File: config.mk
export PLATFORM = sky130hd
export DESIGN_NAME = spi_master_flat
export DESIGN_NICKNAME = d
export VERILOG_FILES = /design/src/rtl/spi_pkg.sv /design/src/rtl/spi_master_if.sv /design/src/rtl/spi_clk_gen.sv /design/src/rtl/spi_master.sv /design/src/flat_wrapper.sv
export SDC_FILE = /design/constraint.sdc
export NUM_CORES = 1
export LEC_CHECK = 0
export ABC_AREA = 1
export CORE_ASPECT_RATIO = 0.6
export CORE_MARGIN = 2
export CORE_UTILIZATION = 65
export CTS_CLUSTER_SIZE = 24
export DETAILED_ROUTE_END_ITERATION = 8
export DONT_BUFFER_PORTS = 1
export PLACE_DENSITY = 0.81
export SLEW_MARGIN = 20
export SYNTH_ARGS = -nofsm -noshare
export SYNTH_HDL_FRONTEND = slang
export SYNTH_SLANG_ARGS = --single-unit
File: constraint.sdc
create_clock -name clk -period 5.8 [get_ports clk]
set_clock_uncertainty 0.2 [all_clocks]
set_input_delay 0.87 -clock clk [delete_from_list [all_inputs] [get_ports clk]]
set_output_delay 0.87 -clock clk [all_outputs]
set_load 0.005 [all_outputs]
File: src/rtl/spi_pkg.sv
`default_nettype none
// ============================================================================
// Module   : spi_pkg
// Purpose  : Shared SPI master types: FSM states, SPI mode encodings, default width.
// Revision : 1.0
// ============================================================================
package spi_pkg;

  localparam int c_DEFAULT_DATA_W = 8;

  typedef enum logic [1:0] {
    ST_IDLE     = 2'd0,
    ST_SETUP    = 2'd1,
    ST_TRANSFER = 2'd2,
    ST_HOLD     = 2'd3
  } state_t;

  // {CPOL, CPHA}
  typedef enum logic [1:0] {
    MODE0 = 2'b00,
    MODE1 = 2'b01,
    MODE2 = 2'b10,
    MODE3 = 2'b11
  } spi_mode_t;

endpackage
`default_nettype wire

File: src/rtl/spi_master_if.sv
`default_nettype none
// ============================================================================
// Module   : spi_master_if
// Purpose  : Host handshake and SPI pin bundle for spi_master.
// Revision : 1.0
// ============================================================================
interface spi_master_if
  import spi_pkg::*;
#(
  parameter int DATA_W = c_DEFAULT_DATA_W
);

  logic              start;
  logic [1:0]        mode;
  logic [DATA_W-1:0] tx_data;
  logic [DATA_W-1:0] rx_data;
  logic              busy;
  logic              done;
  logic              SCLK;
  logic              CS;
  logic              MOSI;
  logic              MISO;

  modport master (
    input  start, mode, tx_data, MISO,
    output rx_data, busy, done, SCLK, CS, MOSI
  );

  modport slave (
    output start, mode, tx_data, MISO,
    input  rx_data, busy, done, SCLK, CS, MOSI
  );

endinterface
`default_nettype wire

File: src/rtl/spi_clk_gen.sv
`default_nettype none
// ============================================================================
// Module   : spi_clk_gen
// Purpose  : SCLK half-period divider with leading/trailing edge strobes.
// Revision : 1.0
// ============================================================================
module spi_clk_gen #(
  parameter int CLK_DIV = 2
) (
  input  logic clk,
  input  logic rst,
  input  logic i_en,
  input  logic i_cpol,
  output logic o_lead_edge,
  output logic o_trail_edge,
  output logic o_sclk
);

  localparam int c_DIV_W = (CLK_DIV > 1) ? $clog2(CLK_DIV) : 1;
  localparam logic [c_DIV_W-1:0] c_DIV_LAST = c_DIV_W'(CLK_DIV - 1);

  logic [c_DIV_W-1:0] r_div;
  logic               r_sclk;
  logic               w_tick;

  // Strobes mark the last cycle of a half period; SCLK flips on the following edge.
  assign w_tick       = i_en && (r_div == c_DIV_LAST);
  assign o_lead_edge  = w_tick && (r_sclk == i_cpol);
  assign o_trail_edge = w_tick && (r_sclk != i_cpol);
  assign o_sclk       = r_sclk;

  always_ff @(posedge clk or negedge rst) begin
    if (!rst) begin
      r_div  <= '0;
      r_sclk <= 1'b0;
    end else if (!i_en) begin
      r_div  <= '0;
      r_sclk <= i_cpol;
    end else if (w_tick) begin
      r_div  <= '0;
      r_sclk <= ~r_sclk;
    end else begin
      r_div  <= r_div + 1'b1;
    end
  end

endmodule
`default_nettype wire

File: src/rtl/spi_master.sv
`default_nettype none
// ============================================================================
// Module   : spi_master
// Purpose  : SPI master frame engine (IDLE/SETUP/TRANSFER/HOLD), all four modes.
//            Build option SPI_MASTER_MSB_FIRST_EN shifts MSB first (default LSB first).
// Revision : 1.0
// ============================================================================
module spi_master
  import spi_pkg::*;
#(
  parameter int DATA_W  = c_DEFAULT_DATA_W,
  parameter int CLK_DIV = 2
) (
  input  logic         clk,
  input  logic         rst,
  spi_master_if.master bus
);

  localparam int                  c_EDGE_W     = $clog2(2 * DATA_W + 1);
  localparam logic [7:0]          c_PHASE_LAST = 8'(CLK_DIV - 1);
  localparam logic [c_EDGE_W-1:0] c_EDGE_LAST  = c_EDGE_W'(2 * DATA_W - 1);

  state_t              r_state;
  spi_mode_t           r_mode;
  logic [DATA_W-1:0]   r_tx;
  logic [DATA_W-1:0]   r_rx;
  logic [DATA_W-1:0]   r_rx_data;
  logic                r_cs;
  logic                r_busy;
  logic                r_done;
  logic [7:0]          r_cnt;
  logic [c_EDGE_W-1:0] r_edge;

  logic              w_en;
  logic              w_cpol;
  logic              w_lead;
  logic              w_trail;
  logic              w_sclk;
  logic              w_sample;
  logic              w_shift;
  logic              w_mosi;
  logic [DATA_W-1:0] w_tx_shifted;
  logic [DATA_W-1:0] w_rx_shifted;

  assign w_en   = (r_state == ST_TRANSFER);
  // Feed the incoming CPOL on the accepting edge so SCLK settles as SETUP begins.
  assign w_cpol = ((r_state == ST_IDLE) && bus.start) ? bus.mode[1] : r_mode[1];

  spi_clk_gen #(
    .CLK_DIV (CLK_DIV)
  ) u_clk_gen (
    .clk          (clk),
    .rst          (rst),
    .i_en         (w_en),
    .i_cpol       (w_cpol),
    .o_lead_edge  (w_lead),
    .o_trail_edge (w_trail),
    .o_sclk       (w_sclk)
  );

  // CPHA=1 keeps the SETUP bit through the first leading edge; CPHA=0 skips the shift after the final edge.
  assign w_sample = r_mode[0] ? w_trail : w_lead;
  assign w_shift  = r_mode[0] ? (w_lead && (r_edge != '0))
                              : (w_trail && (r_edge != c_EDGE_LAST));

`ifdef SPI_MASTER_MSB_FIRST_EN
  assign w_mosi       = r_tx[DATA_W-1];
  assign w_tx_shifted = {r_tx[DATA_W-2:0], 1'b0};
  assign w_rx_shifted = {r_rx[DATA_W-2:0], bus.MISO};
`else
  assign w_mosi       = r_tx[0];
  assign w_tx_shifted = {1'b0, r_tx[DATA_W-1:1]};
  assign w_rx_shifted = {bus.MISO, r_rx[DATA_W-1:1]};
`endif

  always_ff @(posedge clk or negedge rst) begin
    if (!rst) begin
      r_state   <= ST_IDLE;
      r_mode    <= MODE0;
      r_tx      <= '0;
      r_rx      <= '0;
      r_rx_data <= '0;
      r_cs      <= 1'b1;
      r_busy    <= 1'b0;
      r_done    <= 1'b0;
      r_cnt     <= '0;
      r_edge    <= '0;
    end else begin
      r_done <= 1'b0;
      case (r_state)
        ST_IDLE: begin
          if (bus.start) begin
            r_state <= ST_SETUP;
            r_mode  <= spi_mode_t'(bus.mode);
            r_tx    <= bus.tx_data;
            r_cs    <= 1'b0;
            r_busy  <= 1'b1;
            r_cnt   <= '0;
            r_edge  <= '0;
          end
        end
        ST_SETUP: begin
          if (r_cnt == c_PHASE_LAST) begin
            r_state <= ST_TRANSFER;
            r_cnt   <= '0;
          end else begin
            r_cnt <= r_cnt + 8'd1;
          end
        end
        ST_TRANSFER: begin
          if (w_lead || w_trail) r_edge <= r_edge + 1'b1;
          if (w_sample) r_rx <= w_rx_shifted;
          if (w_shift) r_tx <= w_tx_shifted;
          if (w_trail && (r_edge == c_EDGE_LAST)) r_state <= ST_HOLD;
        end
        ST_HOLD: begin
          if (r_cnt == c_PHASE_LAST) begin
            r_state   <= ST_IDLE;
            r_cs      <= 1'b1;
            r_busy    <= 1'b0;
            r_done    <= 1'b1;
            r_rx_data <= r_rx;
            r_tx      <= '0;
            r_cnt     <= '0;
          end else begin
            r_cnt <= r_cnt + 8'd1;
          end
        end
        default: r_state <= ST_IDLE;
      endcase
    end
  end

  assign bus.rx_data = r_rx_data;
  assign bus.busy    = r_busy;
  assign bus.done    = r_done;
  assign bus.SCLK    = w_sclk;
  assign bus.CS      = r_cs;
  assign bus.MOSI    = w_mosi;

endmodule
`default_nettype wire
File: src/flat_wrapper.sv
// flat-port wrapper written by rule: the top's interface ports become plain ports
module spi_master_flat import spi_pkg::*;
#(
  parameter int DATA_W  = c_DEFAULT_DATA_W,
  parameter int CLK_DIV = 2
)
  (clk, rst, bus_start, bus_mode, bus_tx_data, bus_MISO, bus_rx_data, bus_busy, bus_done, bus_SCLK, bus_CS, bus_MOSI);
  spi_master_if #(.DATA_W(DATA_W)) bus_i ();
  input  logic clk;
  input  logic rst;
  input wire logic [$bits(bus_i.start)-1:0] bus_start;
  input wire logic [$bits(bus_i.mode)-1:0] bus_mode;
  input wire logic [$bits(bus_i.tx_data)-1:0] bus_tx_data;
  input wire logic [$bits(bus_i.MISO)-1:0] bus_MISO;
  output wire logic [$bits(bus_i.rx_data)-1:0] bus_rx_data;
  output wire logic [$bits(bus_i.busy)-1:0] bus_busy;
  output wire logic [$bits(bus_i.done)-1:0] bus_done;
  output wire logic [$bits(bus_i.SCLK)-1:0] bus_SCLK;
  output wire logic [$bits(bus_i.CS)-1:0] bus_CS;
  output wire logic [$bits(bus_i.MOSI)-1:0] bus_MOSI;
  assign bus_i.start = bus_start;
  assign bus_i.mode = bus_mode;
  assign bus_i.tx_data = bus_tx_data;
  assign bus_i.MISO = bus_MISO;
  assign bus_rx_data = bus_i.rx_data;
  assign bus_busy = bus_i.busy;
  assign bus_done = bus_i.done;
  assign bus_SCLK = bus_i.SCLK;
  assign bus_CS = bus_i.CS;
  assign bus_MOSI = bus_i.MOSI;
  spi_master #(.DATA_W(DATA_W), .CLK_DIV(CLK_DIV)) u_core (.clk(clk), .rst(rst), .bus(bus_i));
endmodule
==> key figures, run 1 <==
Status
  – Status: complete, no violations

CTS
  – Clock Latency Late Sink: 0.30 ns
  – CTS H-tree depth: 2
  – Cts repair resizes: 0
  – Number of CTS-inserted buffers: 5
  – Root Driver: clkbuf_8
  – CTS tree: yes
  – Longest Clk Path Bufs: 2
  – Hold-fix buffers, CTS: 0
  – Post-CTS setup repair buffer count: 0
  – Clock slew at reported path FFs: 0.08 ns
  – Sink Count: 46

Global routing
  – Total track usage: 26.8%
  – Pin count of the biggest net entering global routing: 47
  – Total grt overflow: 0
  – Initial antenna violation count: 0
  – First-pass GRT wire length: 8280 µm
  – Vias in the first global route: 1748

Die
  – Die height: 50.8 µm
  – Starting Density: 70.4%
  – Die width: 81.9 µm
  – Die area: 4160 µm²
  – Row count: 16
  – Core ar.: 3360 µm²
  – I/O pins: 27

Power
  – Pwr dens: 206 nW/µm²
  – Leakage Power: 1.30 nW
  – Max VDD drop: 177 µV

Synth
  – Mapped Cells: 291
  – Number of synthesized register bits: 46
  – Synth cell types: 30
  – Synth area leaders: dfrtp_1, nand2_1, nand3_1
  – Largest area contributor in the netlist: dfrtp_1
  – Syn_nets: 314
  – Main flop type after synthesis: dfrtp_1
  – Ys async rst share: 100%
  – Post-synth EDFFs: 0
  – Post-synth top cells: nand2_1, dfrtp_1, nand3_1, inv_1, nor2_1
  – Count leader, synth: nand2_1
  – Yosys Warn Count: 0
  – Top-area cell type share of the netlist area: 47.5%
  – Mean Syn Cell Area: 8.14 µm²
  – Register area share after synthesis: 48.7%
  – Synth Cell Area: 2370 µm²

Route
  – Vias post-DR: 1859
  – DR WL/cell: 14.1 µm
  – # DRC: 0
  – Aggregate routed wire length: 4780 µm
  – Detailed Routing Iterations Pass 1: 4
  – Post-route ant nets: 0
  – DR iter-0 viols: 153
  – DR vias/cell: 5.48

Place
  – Final HPWL from detailed placement: 3580 µm
  – Port bufs: 0
  – Routability cong.: 0.838

Timing
  – Max Slew Vio Count: 0
  – TNS Setup: 0 ns
  – # setup viols final: 0
  – Period utilisation layout: 43.7%
  – Min Clock Period, post-route: 2.53 ns
  – Worst-margin pin slew: 0.599 ns
  – Relative slew margins: 60.0%
  – Max frequency: 0.395 GHz
  – RSZ-0062 raised after global routing: no
  – Final hold vios: 0

Final layout
  – Layout cells sized above 1: 8.16%
  – Area growth from synthesis to layout: 4.86%
  – Net count, final: 317
  – Final Util: 73.8%
  – N_diodes: 0

Critical path
  – Worst Path Max Fanout: 15
  – CP Capture Type: flop
  – Critical path class: flop to flop
  – CP required: 5.79 ns
  – WP data arrival: 2.53 ns
  – Worst Setup Start Kind: flop

Hold path
  – Hold/Removal Path Class: input pin to async pin

Run
  – Max Cap Viol: 0
[cell usage in the layout (no fill, tap or decap), types with 2 or more instances in the layout]
master | synthesis | routed
nor2_1 | 23 | 23
nand2_2 | 4 | 4
clkbuf_8 | 0 | 5
nor2_2 | 2 | 2
nand3_2 | 2 | 2
inv_1 | 28 | 28
nand3_1 | 36 | 36
dfrtp_1 | 45 | 45
o21ai_0 | 5 | 5
ha_1 | 9 | 9
o22ai_1 | 3 | 3
nor3b_1 | 3 | 3
a21oi_1 | 6 | 6
nand2_4 | 3 | 3
nor3_1 | 10 | 10
nand2_1 | 96 | 96
[cell type report]
cell class	instances	area, µm²
Clock buffer	6	72.6
Clock inverter	1	7.51
Inverter	29	109
Multi-Input combinational cell	212	1090
Sequential cell	46	1150
Tap cell	45	56.3
Fill cell	262	880
[critical path, cell delays in order, from the launching register on]
cell and delay (ns):
dfrtp_1 0.41, inv_1 0.11, ha_1 0.55, nand2_1 0.20, inv_1 0.40, nand3_2 0.17, nand3_4 0.15, nand2_4 0.10
nand2_1 0.08, nand2_1 0.05
[state kept, by name, indices dropped and copies added, names as in the netlist]
name,flops
u_core.bus.done,1
u_core.bus.rx_data,8
u_core.r_state,2
u_core.bus.busy,1
u_core.bus.CS,1
u_core.r_edge,5
u_core.u_clk_gen.r_div,1
u_core.r_mode,2
u_core.r_rx,8
u_core.r_tx,8
u_core.r_cnt,8
u_core.u_clk_gen.o_sclk,1
[through the flow]
step | cells | power [W] | worst slack, ns | cell area [µm²] | hold WS [ns]
2_1_floorplan | 291 | 0.000330 | 3.81 | 2370 | 0.227
3_3_place_gp | 332 | 0.000330 | 3.45 | 2400 | 0.245
3_5_place_dp | 332 | 0.000330 | 3.30 | 2400 | 0.250
4_1_cts | 339 | 0.000513 | 3.28 | 2480 | 0.0521
5_1_grt | 339 | 0.000530 | 3.08 | 2480 | 0.0395
6_report | 339 | 0.000512 | 3.27 | 2480 | 0.0574
[cells by family (layout without fill, tap and decap cells)]
kind of cell / count (synthesis) / count (layout) / share of synthesized area, %
fa+ha+maj: 9 / 9 / 4.75
compound gates: 19 / 19 / 4.60
simple gates: 182 / 182 / 35.0
flops: 46 / 46 / 48.7
buf+inv: 33 / 36 / 5.49
xor+xnor: 2 / 2 / 1.53
[power breakdown]
| part | internal (W) | total [W] | switching, W |
|---|---|---|---|
| clock network | 0.0000827 | 0.000188 | 0.000106 |
| registers | 0.000320 | 0.000320 | 0 |
| logic | 0.00000158 | 0.00000296 | 0.00000138 |
| total | 0.000405 | 0.000512 | 0.000107 |
[layer usage]
metal	wire, µm	up-vias	GRT usage [%]
met1	2530	870	43.3
met5	0	-	0
met4	19	0	5.83
met2	1950	47	35.9
li1	-	939	-
met3	284	3	6.65
[final timing paths]
| check | start | slack, ns | to | depth (start not counted) |
|---|---|---|---|---|
| worst max-delay path | u_core.r_state[0] | 3.27 | u_core.r_tx[6] | 9 |
| worst min-delay path | rst | 0.06 | u_core.r_mode[1] | 0 |
| worst max register to register | u_core.r_state[0] | 3.27 | u_core.r_tx[6] | 9 |
| worst min register to register | u_core.u_clk_gen.r_div | 0.26 | u_core.u_clk_gen.r_div | 1 |
| max in group asynchronous | rst | 5.15 | u_core.bus.CS | 0 |
| min in group clk | u_core.u_clk_gen.r_div | 0.26 | u_core.u_clk_gen.r_div | 1 |
(Power assumes the default switching activity.)
==> inputs of run 2 (changes only) <==
CORE_UTILIZATION = 62   (was 65)
PLACE_DENSITY = 0.78   (was 0.81)
clock period = 2.55 ns   (was 5.8 ns; I/O delays follow)
==> run 2 against run 1 <==
Worst hold slack worse by 0.010 ns. Sequential power grew 130%. Maximum frequency up 20%. Die area increased by 4.5%. Sequential share of layout area fell by 1.1 points. Clock power up 120%. Via count fell by 0.38%. First-iteration DRC count fell by 13%. Critical path type unchanged. Flip-flop and latch count did not move. Power grew 130%. Critical path depth decreased by 2.
==> key figures, run 2 (synthesis results as in run 1) <==
Timing
  – Min Clock Period, post-route: 2.11 ns (was 2.53 ns)
  – RSZ-0062 raised after global routing: no (unchanged)
  – TNS Setup: 0 ns (unchanged)
  – Max frequency: 0.475 GHz (was 0.395 GHz)
  – Worst-margin pin slew: 0.431 ns (was 0.599 ns)
  – Hold Slack: 0.0471 ns (was 0.0574 ns)
  – Relative slew margins: 71.2% (was 60.0%)
  – Final hold vios: 0 (unchanged)
  – Period utilisation layout: 82.6% (was 43.7%)
  – Max Slew Vio Count: 0 (unchanged)
  – # setup viols final: 0 (unchanged)

Global routing
  – Pin count of the biggest net entering global routing: 47 (unchanged)
  – First-pass GRT wire length: 8000 µm (was 8280 µm)
  – Vias in the first global route: 1720 (was 1748)
  – Total track usage: 24.2% (was 26.8%)
  – Initial antenna violation count: 0 (unchanged)
  – Total grt overflow: 0 (unchanged)

Final layout
  – Most frequent cells in the layout: nand2_1, dfrtp_1, nand3_1 (unchanged)
  – Storage element area: 1150 µm² (unchanged)
  – Most common library cell in the layout ignoring fill and taps: nand2_1 (unchanged)
  – Net count, final: 322 (was 317)
  – FILL cells: 302 (was 262)
  – Multi-input logic area: 1090 µm² (unchanged)
  – N_diodes: 0 (unchanged)
  – Area growth from synthesis to layout: 7.45% (was 4.86%)
  – Final Non-Filler Cells: 346 (was 339)
  – Final Util: 69.6% (was 73.8%)
  – Layout cells sized above 1: 8.70% (was 8.16%)

Critical path
  – WP data arrival: 2.10 ns (was 2.53 ns)
  – Critical path depth: 7 (was 9)
  – Worst r2r path cells: 7 (was 9)
  – Crit-path max cell delay: 0.42 ns (was 0.55 ns)
  – CP required: 2.55 ns (was 5.79 ns)
  – CP Buf/Inv Count: 1 (was 2)
  – Slowest CP cell: dfrtp_1 (was ha_1)
  – CP Capture Type: flop (unchanged)
  – Worst Setup Start Kind: flop (unchanged)
  – Crit-path leading delay family: simple AND/OR/NAND/NOR gates (unchanged)
  – Worst Path Max Fanout: 11 (was 15)
  – CP most frequent cell: nand2_1 (unchanged)
  – Critical path class: flop to flop (unchanged)
  – CP cell instances: ha_1 -> inv_1 -> o21ai_1 -> nor2_2 -> nand2_4 -> nand2_1 -> nand2_1 (was inv_1 -> ha_1 -> nand2_1 -> inv_1 -> nand3_2 -> nand3_4 -> nand2_4 -> nand2_1 -> nand2_1)

Place
  – Placed Cells: 336 (was 332)
  – Final HPWL from detailed placement: 3270 µm (was 3580 µm)
  – Routability cong.: 0.860 (was 0.838)
  – Port bufs: 0 (unchanged)

Power
  – Int Pwr: 0.000928 W (was 0.000405 W)
  – Clock power share: 35.5% (was 36.8%)
  – Max VDD drop: 363 µV (was 177 µV)
  – Seq pwr share: 62.1% (was 62.6%)
  – Gate power share: 2.3% (was 0.6%)
  – Switching pwr: 0.000245 W (was 0.000107 W)
  – Sw frac: 20.9% (about the same)
  – Pwr dens: 461 nW/µm² (was 206 nW/µm²)
  – Leakage Power: 1.33 nW (was 1.30 nW)

CTS
  – Clock slew at reported path FFs: 0.08 ns (about the same)
  – Number of CTS-inserted buffers: 5 (unchanged)
  – CTS tree: yes (unchanged)
  – Longest Clk Path Bufs: 2 (unchanged)
  – CTS H-tree depth: 2 (unchanged)
  – Sink Count: 46 (unchanged)
  – Root Driver: clkbuf_8 (unchanged)
  – Clock Latency Late Sink: 0.30 ns (about the same)
  – Post-CTS setup repair buffer count: 0 (unchanged)

Status
  – Status: complete, no violations (unchanged)

Die
  – Die height: 51.9 µm (was 50.8 µm)
  – Row count: 17 (was 16)
  – Starting Density: 64.7% (was 70.4%)
  – Core ar.: 3660 µm² (was 3360 µm²)
  – Die area: 4350 µm² (was 4160 µm²)
  – I/O pins: 27 (unchanged)
  – Die width: 83.8 µm (was 81.9 µm)

Route
  – DR WL/cell: 13.1 µm (was 14.1 µm)
  – DR iter-0 viols: 133 (was 153)
  – # DRC: 0 (unchanged)
  – Aggregate routed wire length: 4520 µm (was 4780 µm)
  – Vias post-DR: 1852 (was 1859)
  – Detailed Routing Iterations Pass 1: 4 (unchanged)
  – DR vias/cell: 5.35 (was 5.48)
  – Post-route ant nets: 0 (unchanged)

Run
  – Max Cap Viol: 0 (unchanged)

Hold path
  – Hold/Removal Path Class: input pin to flop (was input pin to async pin)
  – Hold Path Depth: 2
-- run 2: cell type report --
cell class              instances  area share [%]
repair buffers                  5            2.46
flip-flops and latches         46            45.3
multi-input cells             212            42.7
inverters                      29            4.28
well taps                      47            2.31
clock buffers                   7            3.00
-- run 2: stage by stage --
stage                     setup slack, ns  power [W]  instance area [µm²]
after floorplan                     0.721   0.000750                 2370
after global placement              0.460   0.000750                 2420
after detailed placement            0.454   0.000750                 2420
after CTS                           0.442    0.00119                 2540
after global routing                0.238    0.00122                 2540
final                               0.443    0.00117                 2540
-- run 2: what timing repair did --
action / 4_1_cts / 5_1_grt
hold endpoints to repair: 47 / 0
hold buffers: 3 / 0
resized for setup: 0 / 0
-- run 2: path summary, 6_finish.rpt --
path | startpoint | slack, ns | end
max in group asynchronous | rst | 1.50 | u_core.bus.CS
hold reg to reg | u_core.r_tx[3] | 0.28 | u_core.r_tx[3]
min in group asynchronous | rst | 0.37 | u_core.r_tx[1]
hold / removal | bus_MISO | 0.05 | u_core.r_rx[7]
setup reg to reg | u_core.r_state[1] | 0.44 | u_core.r_tx[4]
setup / recovery | u_core.r_state[1] | 0.44 | u_core.r_tx[4]
-- run 2: routing by layer --
metal | track usage, % | share of wire, %
met2 | 32.5 | 38
met1 | 36.5 | 54
met5 | 0 | 0
met3 | 7.62 | 6.8
met4 | 8.87 | 1.1
-- run 2: power groups by stage --
stage,sequential (W),combinational (W),clock (W)
after CTS,0.000729,0.0000287,0.000430
after floorplan,0.000744,0.00000605,0
final,0.000729,0.0000275,0.000417
after global placement,0.000743,0.00000658,0
after detailed placement,0.000743,0.00000659,0
after global routing,0.000729,0.0000331,0.000459
